**src/rtl/lru_replacement_unit.sv**
```systemverilog
// rtl/lru_replacement_unit.sv - true-LRU replacement state with flush sweep and registered victim
//
// Keeps one age permutation and one valid mask per cache index and reports a
// registered victim way for the queried index.
// Optional feature macro: LRU_WAY_LOCK_EN (adds lock_mask_i; locked ways are never victims).
//
// Ports:
//   clk_i, rst_ni                 clock, asynchronous active-low reset
//   flush_i / busy_o              start invalidate-all sweep / sweep in progress
//   access_en_i, access_index_i,
//   access_way_i, access_fill_i   hit or fill: make way MRU, fill also sets valid
//   inval_en_i, inval_index_i,
//   inval_way_i                   invalidate one way: make it LRU and clear valid
//   query_index_i                 index whose victim is reported next cycle
//   victim_way_o, victim_ok_o     registered victim way and its usability
//   lock_mask_i                   per-way lock (LRU_WAY_LOCK_EN only)

module lru_replacement_unit #(
  parameter int num_of_ways_log2 = 2,
  parameter int index_width      = 4
) (
  input  logic                          clk_i,
  input  logic                          rst_ni,
  input  logic                          flush_i,
  output logic                          busy_o,
  input  logic                          access_en_i,
  input  logic [index_width-1:0]        access_index_i,
  input  logic [num_of_ways_log2-1:0]   access_way_i,
  input  logic                          access_fill_i,
  input  logic                          inval_en_i,
  input  logic [index_width-1:0]        inval_index_i,
  input  logic [num_of_ways_log2-1:0]   inval_way_i,
  input  logic [index_width-1:0]        query_index_i,
`ifdef LRU_WAY_LOCK_EN
  input  logic [(2**num_of_ways_log2)-1:0] lock_mask_i,
`endif
  output logic [num_of_ways_log2-1:0]   victim_way_o,
  output logic                          victim_ok_o
);

  localparam int WAYS  = 2 ** num_of_ways_log2;
  localparam int DEPTH = 2 ** index_width;

  typedef logic [num_of_ways_log2-1:0] age_t;
  typedef enum logic {IDLE, SWEEP} state_t;

  localparam age_t AGE_ONE = age_t'(1);
  localparam age_t AGE_MAX = age_t'(WAYS - 1);

  age_t                 age_q   [DEPTH][WAYS];
  logic [WAYS-1:0]      valid_q [DEPTH];

  state_t               state_q, state_d;
  logic [index_width-1:0] cnt_q, cnt_d;

  logic                 sweep;
  logic                 acc_go, inv_go;
  age_t                 acc_age, inv_age;

  logic [WAYS-1:0]      lock_w;
  logic                 have_inv, have_any;
  age_t                 best_age;
  age_t                 victim_way_d;
  logic                 victim_ok_d;
  age_t                 victim_way_q;
  logic                 victim_ok_q;

`ifdef LRU_WAY_LOCK_EN
  assign lock_w = lock_mask_i;
`else
  assign lock_w = '0;
`endif

  // FSM: state register
  always_ff @(posedge clk_i or negedge rst_ni) begin
    if (!rst_ni) begin
      state_q <= IDLE;
      cnt_q   <= '0;
    end else begin
      state_q <= state_d;
      cnt_q   <= cnt_d;
    end
  end

  // FSM: next state
  always_comb begin
    state_d = state_q;
    cnt_d   = cnt_q;
    case (state_q)
      IDLE: begin
        if (flush_i) begin
          state_d = SWEEP;
          cnt_d   = '0;
        end
      end
      SWEEP: begin
        cnt_d = cnt_q + 1'b1;  // wraps to 0 after the last index
        if (&cnt_q) state_d = IDLE;
      end
      default: state_d = IDLE;
    endcase
  end

  // FSM: outputs
  always_comb begin
    sweep  = (state_q == SWEEP);
    busy_o = sweep;
  end

  // An access wins over an invalidate aimed at the same index.
  assign acc_go  = !sweep && access_en_i;
  assign inv_go  = !sweep && inval_en_i &&
                   !(access_en_i && (access_index_i == inval_index_i));
  assign acc_age = age_q[access_index_i][access_way_i];
  assign inv_age = age_q[inval_index_i][inval_way_i];

  always_ff @(posedge clk_i or negedge rst_ni) begin
    if (!rst_ni) begin
      for (int i = 0; i < DEPTH; i++) begin
        for (int w = 0; w < WAYS; w++) age_q[i][w] <= age_t'(w);
        valid_q[i] <= '0;
      end
    end else begin
      if (sweep) begin
        for (int w = 0; w < WAYS; w++) age_q[cnt_q][w] <= age_t'(w);
        valid_q[cnt_q] <= '0;
      end
      if (acc_go) begin
        for (int w = 0; w < WAYS; w++) begin
          if (age_t'(w) == access_way_i)
            age_q[access_index_i][w] <= '0;
          else if (age_q[access_index_i][w] < acc_age)
            age_q[access_index_i][w] <= age_q[access_index_i][w] + AGE_ONE;
        end
        if (access_fill_i) valid_q[access_index_i][access_way_i] <= 1'b1;
      end
      if (inv_go) begin
        for (int w = 0; w < WAYS; w++) begin
          if (age_t'(w) == inval_way_i)
            age_q[inval_index_i][w] <= AGE_MAX;
          else if (age_q[inval_index_i][w] > inv_age)
            age_q[inval_index_i][w] <= age_q[inval_index_i][w] - AGE_ONE;
        end
        valid_q[inval_index_i][inval_way_i] <= 1'b0;
      end
    end
  end

  // Victim: lowest invalid unlocked way, else oldest unlocked way.
  always_comb begin
    have_inv     = 1'b0;
    have_any     = 1'b0;
    best_age     = '0;
    victim_way_d = '0;
    for (int w = 0; w < WAYS; w++) begin
      if (!lock_w[w] && !valid_q[query_index_i][w] && !have_inv) begin
        have_inv     = 1'b1;
        victim_way_d = age_t'(w);
      end
    end
    if (!have_inv) begin
      for (int w = 0; w < WAYS; w++) begin
        if (!lock_w[w] && (!have_any || age_q[query_index_i][w] > best_age)) begin
          have_any     = 1'b1;
          best_age     = age_q[query_index_i][w];
          victim_way_d = age_t'(w);
        end
      end
    end
    if (!(have_inv || have_any)) victim_way_d = '0;
    // Using the next FSM state keeps victim_ok_o low on every busy cycle.
    victim_ok_d = (have_inv || have_any) && (state_d == IDLE);
  end

  always_ff @(posedge clk_i or negedge rst_ni) begin
    if (!rst_ni) begin
      victim_way_q <= '0;
      victim_ok_q  <= 1'b0;
    end else begin
      victim_way_q <= victim_way_d;
      victim_ok_q  <= victim_ok_d;
    end
  end

  assign victim_way_o = victim_way_q;
  assign victim_ok_o  = victim_ok_q;

endmodule
```
**config.mk**
```make
export PLATFORM = sky130hd
export DESIGN_NAME = lru_replacement_unit
export DESIGN_NICKNAME = d
export VERILOG_FILES = /design/src/rtl/lru_replacement_unit.sv
export SDC_FILE = /design/constraint.sdc
export NUM_CORES = 1
export LEC_CHECK = 0
export BUFFER_PORTS_ARGS = -buffer_cell sky130_fd_sc_hd__buf_2
export CORE_MARGIN = 3
export CORE_UTILIZATION = 35
export DETAILED_ROUTE_END_ITERATION = 10
export PLACE_DENSITY = 0.48
export SLEW_MARGIN = 0
export SYNTH_ARGS = -nofsm -noshare
export SYNTH_HDL_FRONTEND = slang
export SYNTH_SLANG_ARGS = --single-unit
```
**constraint.sdc**
```tcl
create_clock -name clk_i -period 10.6 [get_ports clk_i]
set_input_delay 1.06 -clock clk_i [delete_from_list [all_inputs] [get_ports clk_i]]
set_output_delay 1.06 -clock clk_i [all_outputs]
set_load 0.02 [all_outputs]
```
# After elaboration in Yosys (flattened, before gate mapping)
# Cells that the tools add are included.
[word_totals] in_bits=22 output_inout_bits=4 wordCells=307 reg_bits=200
[op_classes] n_lt_le_gt_ge=24 n_reduce_logical=30 bitwise=34 eq_ne=8 mux=118 n_addsub=9
[ops] op="$mux W128" count=25
[ops] op="$bwmux W128" count=8
[ops] op="$and A128 B128 Y128" count=5
[ops] op="$not A128 Y128" count=5
[ops] op="$or A128 B128 Y128" count=5
[ops] op="$demux W8 S4" count=12
[ops] op="$and A64 B64 Y64" count=4
[ops] op="$mux W64" count=4
[ops] op="$not A64 Y64" count=4
[ops] op="$or A64 B64 Y64" count=3
[ops] op="$bmux W8 S4" count=3
[ops] op="$mux W8" count=9
[ops] op="$demux W4 S4" count=3
[ops] op="$mux W2" count=18
[ops] op="$mux W4" count=9
[ops] op="$ge A5 B5 Y1 const B" count=4
[ops] op="$not A4 Y5" count=4
[ops] op="$mux W6" count=3
[ops] op="$mux W1" count=17
[ops] op="$bmux W4 S4" count=1
[ops] op="$lt A5 B1 Y1 const B" count=3
[ops] op="$gt A2 B2 Y1" count=7
[ops] op="$logic_and A1 B1 Y1" count=13
[ops] op="$logic_not A1 Y1" count=10
[ops] op="20 further kinds" count=44

# Depth between registers and ports, before layout
# Gate-level depths: netlist of the first run.
[depth] word_depth=43 depth_mapped=22 depth_no_buf=18

# Worst setup path before layout of the first run
# OpenSTA, ideal clock, no wires.
[synth_timing] path_type="input to register" startpoint="input port query_index_i[1]" endpoint="register victim_way_q[0], in the netlist victim_way_o[0]" n_path_buf=4 t_required_ns=10.471 t_arrival_ns=5.543 setup_time_ns=0.129 cell_stages=22 path_slack_ns=4.929 path_cell_list="clkbuf_1 -> buf_1 -> clkbuf_1 -> buf_1 -> mux4_2 -> mux4_2 -> inv_1 -> ha_1 -> nor2_1 -> o22ai_1 -> nand2_1 -> o21ai_0 -> ha_1 -> inv_1 -> o22ai_1 -> mux2_2 -> ha_1 -> nand2_1 -> o21ai_0 -> nand2_1 -> o21ai_0 -> a21boi_0"
[synth_via] elab_chain_cells=19 elab_cells_between_ends=47 classes_between="3 x order compare; 29 x mux; 1 x bitwise; 14 x reduce/logical"
[synth_lines] element="start, declared" line_no="33" text="input logic [index_width-1:0] query_index_i,"
[synth_lines] element="$not A4 Y5 *"
[synth_lines] element="$bmux W8 S4"
[synth_lines] element="$mux W8 (implied by the code) (2 in a row)" line_no="163" text="if (!lock_w[w] && (!have_any || age_q[query_index_i][w] > best_age)) begin"
[synth_lines] element="$mux W2" line_no="161" text="if (!have_inv) begin"
[synth_lines] element="$gt A2 B2 Y1" line_no="163"
[synth_lines] element="$logic_or A1 B1 Y1" line_no="163"
[synth_lines] element="$mux W2 or $mux W1 (tied branches)" line_no="163"
[synth_lines] element="$mux W2 or $mux W1 (tied branches)" line_no="161"
[synth_lines] element="(+3 left out)"
[synth_lines] element="$mux W2 or $mux W1 (tied branches)" line_no="161"
[synth_lines] element="$gt A2 B2 Y1 or $logic_not A1 Y1 (tied branches)" line_no="163"
[synth_lines] element="$logic_or A1 B1 Y1" line_no="163"
[synth_lines] element="$mux W1" line_no="163"
[synth_lines] element="$mux W1" line_no="161"
[synth_lines] element="$logic_or A1 B1 Y1" line_no="170" text="if (!(have_inv || have_any)) victim_way_d = '0;"
[synth_lines] element="$mux W2 *" line_no="170"
[synth_lines] element="via victim_way_d[0]" line_no="63" text="age_t victim_way_d;"
[synth_lines] element="end signal, assigned" line_no="180" text="victim_way_q <= victim_way_d;"
[synth_lines] element="end, declared" line_no="65" text="age_t victim_way_q;"
# The timed path passes the listed nets; every way through them passes the cells marked *. The select of a mux whose other input is x is not followed.
# A chain may end at the register's enable or synchronous reset.

# Final worst setup path of the first run
[layout_timing] startpoint="input port inval_index_i[0]" endpoint="register age_q[43] in the netlist's numbering"
[layout_via] elab_chain_cells=23 elab_cells_between_ends=47 classes_between="4 x add/sub; 6 x order compare; 1 x eq/ne; 27 x mux; 5 x bitwise; 4 x reduce/logical"
[layout_lines] element="start, declared" line_no="31" text="input logic [index_width-1:0] inval_index_i,"
[layout_lines] element="$not A4 Y5 (implied by the code)"
[layout_lines] element="$bmux W8 S4" line_no="115, 141, 142"
[layout_lines] element="$mux W8 (implied by the code) (2 in a row)" line_no="141, 142"
[layout_lines] element="$bmux W2 S2" line_no="115" text="assign inv_age = age_q[inval_index_i][inval_way_i];"
[layout_lines] element="$mux W2 (implied by the code) (2 in a row)" line_no="115"
[layout_lines] element="$gt A2 B2 Y1" line_no="141" text="else if (age_q[inval_index_i][w] > inv_age)"
[layout_lines] element="$mux W128" line_no="141"
[layout_lines] element="$mux W128" line_no="139" text="if (age_t'(w) == inval_way_i)"
[layout_lines] element="(+5 left out)"
[layout_lines] element="$bwmux W128" line_no="142" text="age_q[inval_index_i][w] <= age_q[inval_index_i][w] - AGE_ONE;"
[layout_lines] element="$mux W128" line_no="141"
[layout_lines] element="$mux W128" line_no="139"
[layout_lines] element="$mux W128" line_no="137" text="if (inv_go) begin"
[layout_lines] element="$bwmux W128" line_no="142"
[layout_lines] element="$mux W128" line_no="141"
[layout_lines] element="$mux W128" line_no="139"
[layout_lines] element="$mux W128 *" line_no="137"
[layout_lines] element="end signal, assigned by index" line_no="133" text="age_q[access_index_i][w] <= age_q[access_index_i][w] + AGE_ONE;"
[layout_lines] element="end signal, assigned by index" line_no="142"
[layout_lines] element="end, declared" line_no="50" text="age_t age_q [DEPTH][WAYS];"
# Mark *: on every way between the ends. The rest lies on a longest branch, timed or not. The select of a mux whose other input is x is not followed.

==> results of run 1 <==
sequential cells by signal, summed over array words and instances, names as in the netlist:
signal and count:
valid_q 64, victim_way_o 2, cnt_q 4, victim_ok_o 1
age_q 128, busy_o 1
worst max-delay path by stage:
stage	endpoint	cells past startpoint	from	slack, ps
final	age_q[43]	16	inval_index_i[0]	4990
after detailed placement	age_q[107]	16	inval_index_i[0]	4540
after global placement	age_q[113]	14	inval_index_i[0]	4690
after floorplan	victim_way_o[0]	22	query_index_i[1]	4930
after global routing	age_q[113]	16	inval_index_i[0]	4670
after CTS	age_q[107]	16	inval_index_i[0]	5100
power groups by stage:
stage	registers (W)	logic (W)	clock network [W]
floorplan	0.00117	0.00135	0
global placement	0.00131	0.00185	0
detailed placement	0.00132	0.00188	0
CTS	0.00131	0.00189	0.000732
global route	0.00135	0.00208	0.000753
finish	0.00133	0.00195	0.000724
worst reg2reg max path: stages, from the launching register on:
cell      delay, ps
dfrtp_1         440
mux4_2          550
mux4_2          550
mux4_2          470
inv_1           160
ha_1            270
nor2b_1         130
o21ai_0         320
nand2b_1        220
nor2_1           70
nand2b_1        780
o221ai_1        290
o221ai_1        250
stage by stage:
step | hold slack (ps) | power, W
2_1_floorplan | 507.9 | 0.002516
3_3_place_gp | 530.5 | 0.003162
3_5_place_dp | 541.1 | 0.003196
4_1_cts | 562.9 | 0.003924
5_1_grt | 592.9 | 0.004178
6_report | 561.5 | 0.004006
layer usage:
| metal | routed length, µm | global-route usage, % | share of wire (%) |
|---|---|---|---|
| met4 | 5199 | 18.97 | 6.6 |
| met2 | 32520 | 46.09 | 42 |
| met5 | 83 | 1.111 | 0.11 |
| met1 | 31090 | 43.29 | 40 |
| met3 | 9368 | 9.544 | 12 |
kinds of logic (layout without fill, tap and decap cells):
kind of cell	after synthesis	in the layout
buffers and inverters	164	135
and+or+nand+nor	515	515
other	0	1
adders and majority gates	24	24
DFF	200	200
AOI/OAI and AO/OA	658	658
muxes	153	153
xor gates and xnor gates	12	12
final cells by class:
class                      instances  area, µm²
tap                              592      740.7
sequential                       200       5085
clock inverter                    14      161.4
multi-input combinational       1362      10390
fill                            4467      27350
clock buffer                      18      429.2
antenna                            1      2.502
inverter                          23      86.33
timing repair buffer              80      553.0
cells in the final DEF, fill, tap and decap left out, drive strengths merged, types with 64 or more instances in the layout:
cell type,Yosys,layout
a21oi,175,175
o22ai,71,71
dfrtp,136,136
o21ai,74,74
nor2,124,124
mux4,119,119
buf,47,80
dfstp,64,64
a22oi,86,86
nand2,190,190
==> impl_metrics.toml, run 1 <==
[run_status]
run_status = "finished, final reports clean"

[synth]
synth_area_per_cell_um2 = 9.320
ys_warn_count = 0
muxShareOfSynthArea_pct = 18.83
async_flop_share_pct = 100.0
yosysMostFrequentCell = "nand2_1"
synth_fp_nets = 1772
synthFlopType = "dfrtp_1"
synth-seq-cells = 200
synth_compound_area_share_pct = 27.77
synth_common_cells = "nand2_1 (190), a21oi_1 (168), dfrtp_1 (136), nor2_1 (123), mux4_2 (119)"
synth_cell_type_count = 85
syn-instance-count = 1726
netlist.area_leader.share_pct = 21.16
ys_seq_area_share_pct = 31.61
yosysTopAreaCell = "dfrtp_1"
synth_top_family_by_area = "compound AO/OA/AOI/OAI gates"
synth_xor_area_share_pct = 0.6533
synth_fa_ha_area_share_pct = 1.867
synth.area.top_cells = "dfrtp_1 (21%), mux4_2 (17%), dfstp_2 (10%), a21oi_1 (5.2%), nand2_1 (4.4%)"
yosys.area_share.simple_pct = 14.86
netlist_area_um2 = 16090
synth_edf_count = 0

[pwr]
p_int_w = 0.002116
power_density_nw_per_um2 = 229.6
leakage_nw = 6.417
ir_worst_vdd_mv = 0.1589
p_sw_w = 0.001890
swShare_pct = 47.19
p_seq_share_pct = 33.2
clkPwrFrac_pct = 18.1
comb_power_share_pct = 48.7

[clocking]
cts_resized = 0
clk_pin_slew_worst_paths_ps = 70
holdBufCountCts = 0
cts_setup_buffers = 0
cts_tree = "built"
clock_latency_ps = 520
cts_buffers = 17
cts_sinks = 200
cts_max_path_buffers = 2
htreeDepth = 4
clockRootBuffer = "clkbuf_16"

[timing]
slew_headroom_pct = 3.116
rsz0062_at_grt = "false"
setup_ws_ps = 4988
min_period_over_period_pct = 52.94
tns_ps = 0
fin_skew_ps = 14.39
worst_pin_slew_ps = 1442
maxClockFrequency_mhz = 178.2
finalHoldViolCount = 0
fin_crit_ps = 5612
setup-violations-final = 0
drv_slew = 0

[worst_setup_path]
crit_buf_inv = 3
startpoint_type = "input port"
crit_fanout = 47
worstPathRequired_ps = 11030
cp_slowest_cell = "nand2b_1"
critPathKind = "in2reg"
endpoint_kind = "register"
regToRegSetupSlack_ps = 6010
cp_top_family = "simple AND/OR/NAND/NOR gates"
reg2regPathDepth = 12
crit_chain = "buf_2 -> buf_4 -> mux4_2 -> and2_1 -> a211oi_1 -> a31oi_1 -> mux4_2 -> inv_1 -> ha_1 -> nor2b_1 -> o21ai_0 -> nand2b_1 -> nor2_1 -> nand2b_1 -> o221ai_1 -> o221ai_1"
r2r-end = "age_q[43]"
crit_arrival_ps = 6040
max_stage_delay_ps = 780
r2r_start = "age_q[103]"

[place]
globalplace.congestion = 0.9735
placed_cells = 2257
pre_cts_ws_ps = 4541
hpwl_um = 56560
port_buffers = 25
place_area_um2 = 16850

[die]
start_util_pct = 35.91
fp.coreArea_um2 = 44800
ios = 26
rows = 77
dieArea_um2 = 48570
die_y_um = 220.4
fp.dieW_um = 220.4

[routing]
post_drt_via_cell_ratio = 7.172
avgRoutedWirePerCell_um = 34.17
final_antenna_net_count = 0
vias = 16425
detail_route.first_pass.iterations = 7
wirelength_um = 78260
drc = 0
drt_iter0_drc = 2390

[finish]
final_area_um2 = 17450
instances_no_fill = 2290
area_growth_pct = 8.447
fin_util_pct = 38.94
layout.nets = 1730
drive_gt1_share_pct = 20.27

[hold_path]
worstHoldStart = "valid_q[62]"
hp-class = "reg2reg"
hold_end = "valid_q[62]"
worstHoldPathCells = 2

[grt]
grt_use_total_pct = 32.30
grt_pass1_vias = 15455
grt_pass1_wl_um = 111600
grt_antenna_before_repair = 2
grt_overflow = 0
grt_start_max_net_pins = 90

[job]
drv_cap = 0
Note: power is estimated with default switching activity, not from simulation.
==> inputs of run 2 (changes only) <==
Settings changed: PLACE_DENSITY 0.48 to 0.5.
Clock period 10.6 ns to 4.9 ns, I/O delays scaled along.
==> run 2 against run 1 <==
  * Critical path depth up 1
  * Cell area up 4.1%
  * Routed wire length is 3.3% higher
  * Die area did not move
  * Sequential power grew 120%
  * Flip-flop and latch count unchanged
  * Global-route usage rose by 1.2 points
  * Setup slack got worse by 4600 ps
  * Clock skew up 5.4 ps
  * Critical path type is now reg2reg
  * Largest cell class unchanged
  * Largest power group unchanged
  * Highest routed layer is now met4
==> impl_metrics.toml, run 2 (same netlist as run 1, synthesis figures left out) <==
[run_status]
run_status = "finished, final reports clean"

[place]
hpwl_um = 60800
port_buffers = 25
pre_cts_ws_ps = 154.0
place_area_um2 = 17530
globalplace.congestion = 1.023

[worst_setup_path]
endpoint_kind = "register"
cp_slowest_cell = "mux4_2"
crit_arrival_ps = 4850
startpoint_type = "register"
regToRegSetupSlack_ps = 430
crit_fanout = 3
max_stage_delay_ps = 510
crit_buf_inv = 3
worstPathRequired_ps = 5270
cp_top_family = "multiplexers"
crit_chain = "buf_4 -> mux4_2 -> mux4_2 -> inv_1 -> ha_1 -> o22ai_1 -> o21ai_0 -> ha_1 -> inv_1 -> o22ai_1 -> mux2_2 -> ha_1 -> nand2_1 -> o21ai_0 -> nand2_1 -> o21ai_0 -> a21boi_0"
critPathKind = "reg2reg"

[timing]
drv_slew = 0
setup_ws_ps = 425.2
rsz0062_at_grt = "false"
setup-violations-final = 0
maxClockFrequency_mhz = 223.5
fin_crit_ps = 4475
tns_ps = 0
slew_headroom_pct = 13.93
min_period_over_period_pct = 91.32
worst_pin_slew_ps = 1286
finalHoldViolCount = 0
fin_skew_ps = 19.79

[die]
fp.coreArea_um2 = 44800
fp.dieW_um = 220.4
start_util_pct = 35.91
dieArea_um2 = 48570
rows = 77
ios = 26
die_y_um = 220.4

[finish]
mostFrequentLayoutCells = "nand2_1 (190), a21oi_1 (168), dfrtp_1 (136), nor2_1 (123), buf_4 (121)"
n_fill_cell = 4417
seq_area_um2 = 5085
area_growth_pct = 12.84
diodes = 0
multi_input_comb_area_um2 = 10370
top_register = "age_q"
drive_gt1_share_pct = 23.53
final_common_cell = "nand2_1"
final_area_um2 = 18150
largest_reg_flops = 128
layout.nets = 1805
reg_top3 = "age_q (128), valid_q (64), cnt_q (4)"

[pwr]
power_density_nw_per_um2 = 502.3
p_sw_w = 0.004279
p_seq_share_pct = 32.4
leakage_nw = 6.848
clkPwrFrac_pct = 17.5
comb_power_share_pct = 50.2
ir_worst_vdd_mv = 0.3287
swShare_pct = 46.93
p_int_w = 0.004839

[clocking]
cts_setup_buffers = 0
cts_buffers = 17
cts_max_path_buffers = 2
cts_sinks = 200
holdBufCountCts = 0
clock_latency_ps = 530
htreeDepth = 4
cts_resized = 0
clk_pin_slew_worst_paths_ps = 90
clockRootBuffer = "clkbuf_16"
cts_tree = "built"

[job]
drv_cap = 0

[grt]
grt_antenna_before_repair = 1
grt_overflow = 0
grt_start_max_net_pins = 116
grt_use_total_pct = 33.49
grt_pass1_wl_um = 115900
grt_pass1_vias = 15982

[routing]
final_antenna_net_count = 0
wirelength_um = 80880
post_drt_via_cell_ratio = 7.162
drt_iter0_drc = 2548
avgRoutedWirePerCell_um = 34.21
detail_route.first_pass.iterations = 9
vias = 16931
drc = 0

[hold_path]
hp-class = "in2async"
==> run 2: layer usage <==
metal | routed length, µm | track usage [%]
met1 | 33240 | 46.71
met2 | 34560 | 48.67
met3 | 8805 | 8.404
met4 | 4266 | 15.90
met5 | 0 | 0
==> run 2: path summary, 6_finish.rpt <==
path	startpoint	end	cells after the start
max	age_q[45]	victim_way_o[0]	17
min	rst_ni	age_q[50]	1
max reg2reg	age_q[45]	victim_way_o[0]	17
min reg2reg	valid_q[60]	valid_q[60]	2
max in group asynchronous	rst_ni	victim_way_o[1]	2
min in group clk_i	flush_i	cnt_q[1]	2
==> run 2: power groups by stage <==
stage                     Combinational, W  Clock, W  Sequential [W]
after floorplan                    0.00292         0         0.00252
after global placement             0.00437         0         0.00291
after detailed placement           0.00441         0         0.00291
after CTS                          0.00442   0.00162         0.00288
after global routing               0.00486   0.00166         0.00297
final                              0.00458   0.00159         0.00295
==> run 2: through the flow <==
stage	instances	util [%]	power, W	hold slack (ps)
finish	2364	40.52	0.009118	108.4
global route	2364	40.52	0.009485	171.4
CTS	2364	40.52	0.008920	123.1
detailed placement	2332	39.14	0.007314	542.9
global placement	2332	39.14	0.007275	530.3
floorplan	1726	-	0.005443	194.4
==> run 2: layout make-up <==
cell class | instances | share of cell area (%)
Multi-Input combinational cell | 1362 | 57.11
Tap cell | 592 | 4.081
Inverter | 23 | 0.4756
Clock inverter | 11 | 0.6341
Clock buffer | 21 | 2.778
Timing Repair Buffer | 155 | 6.907
Sequential cell | 200 | 28.01
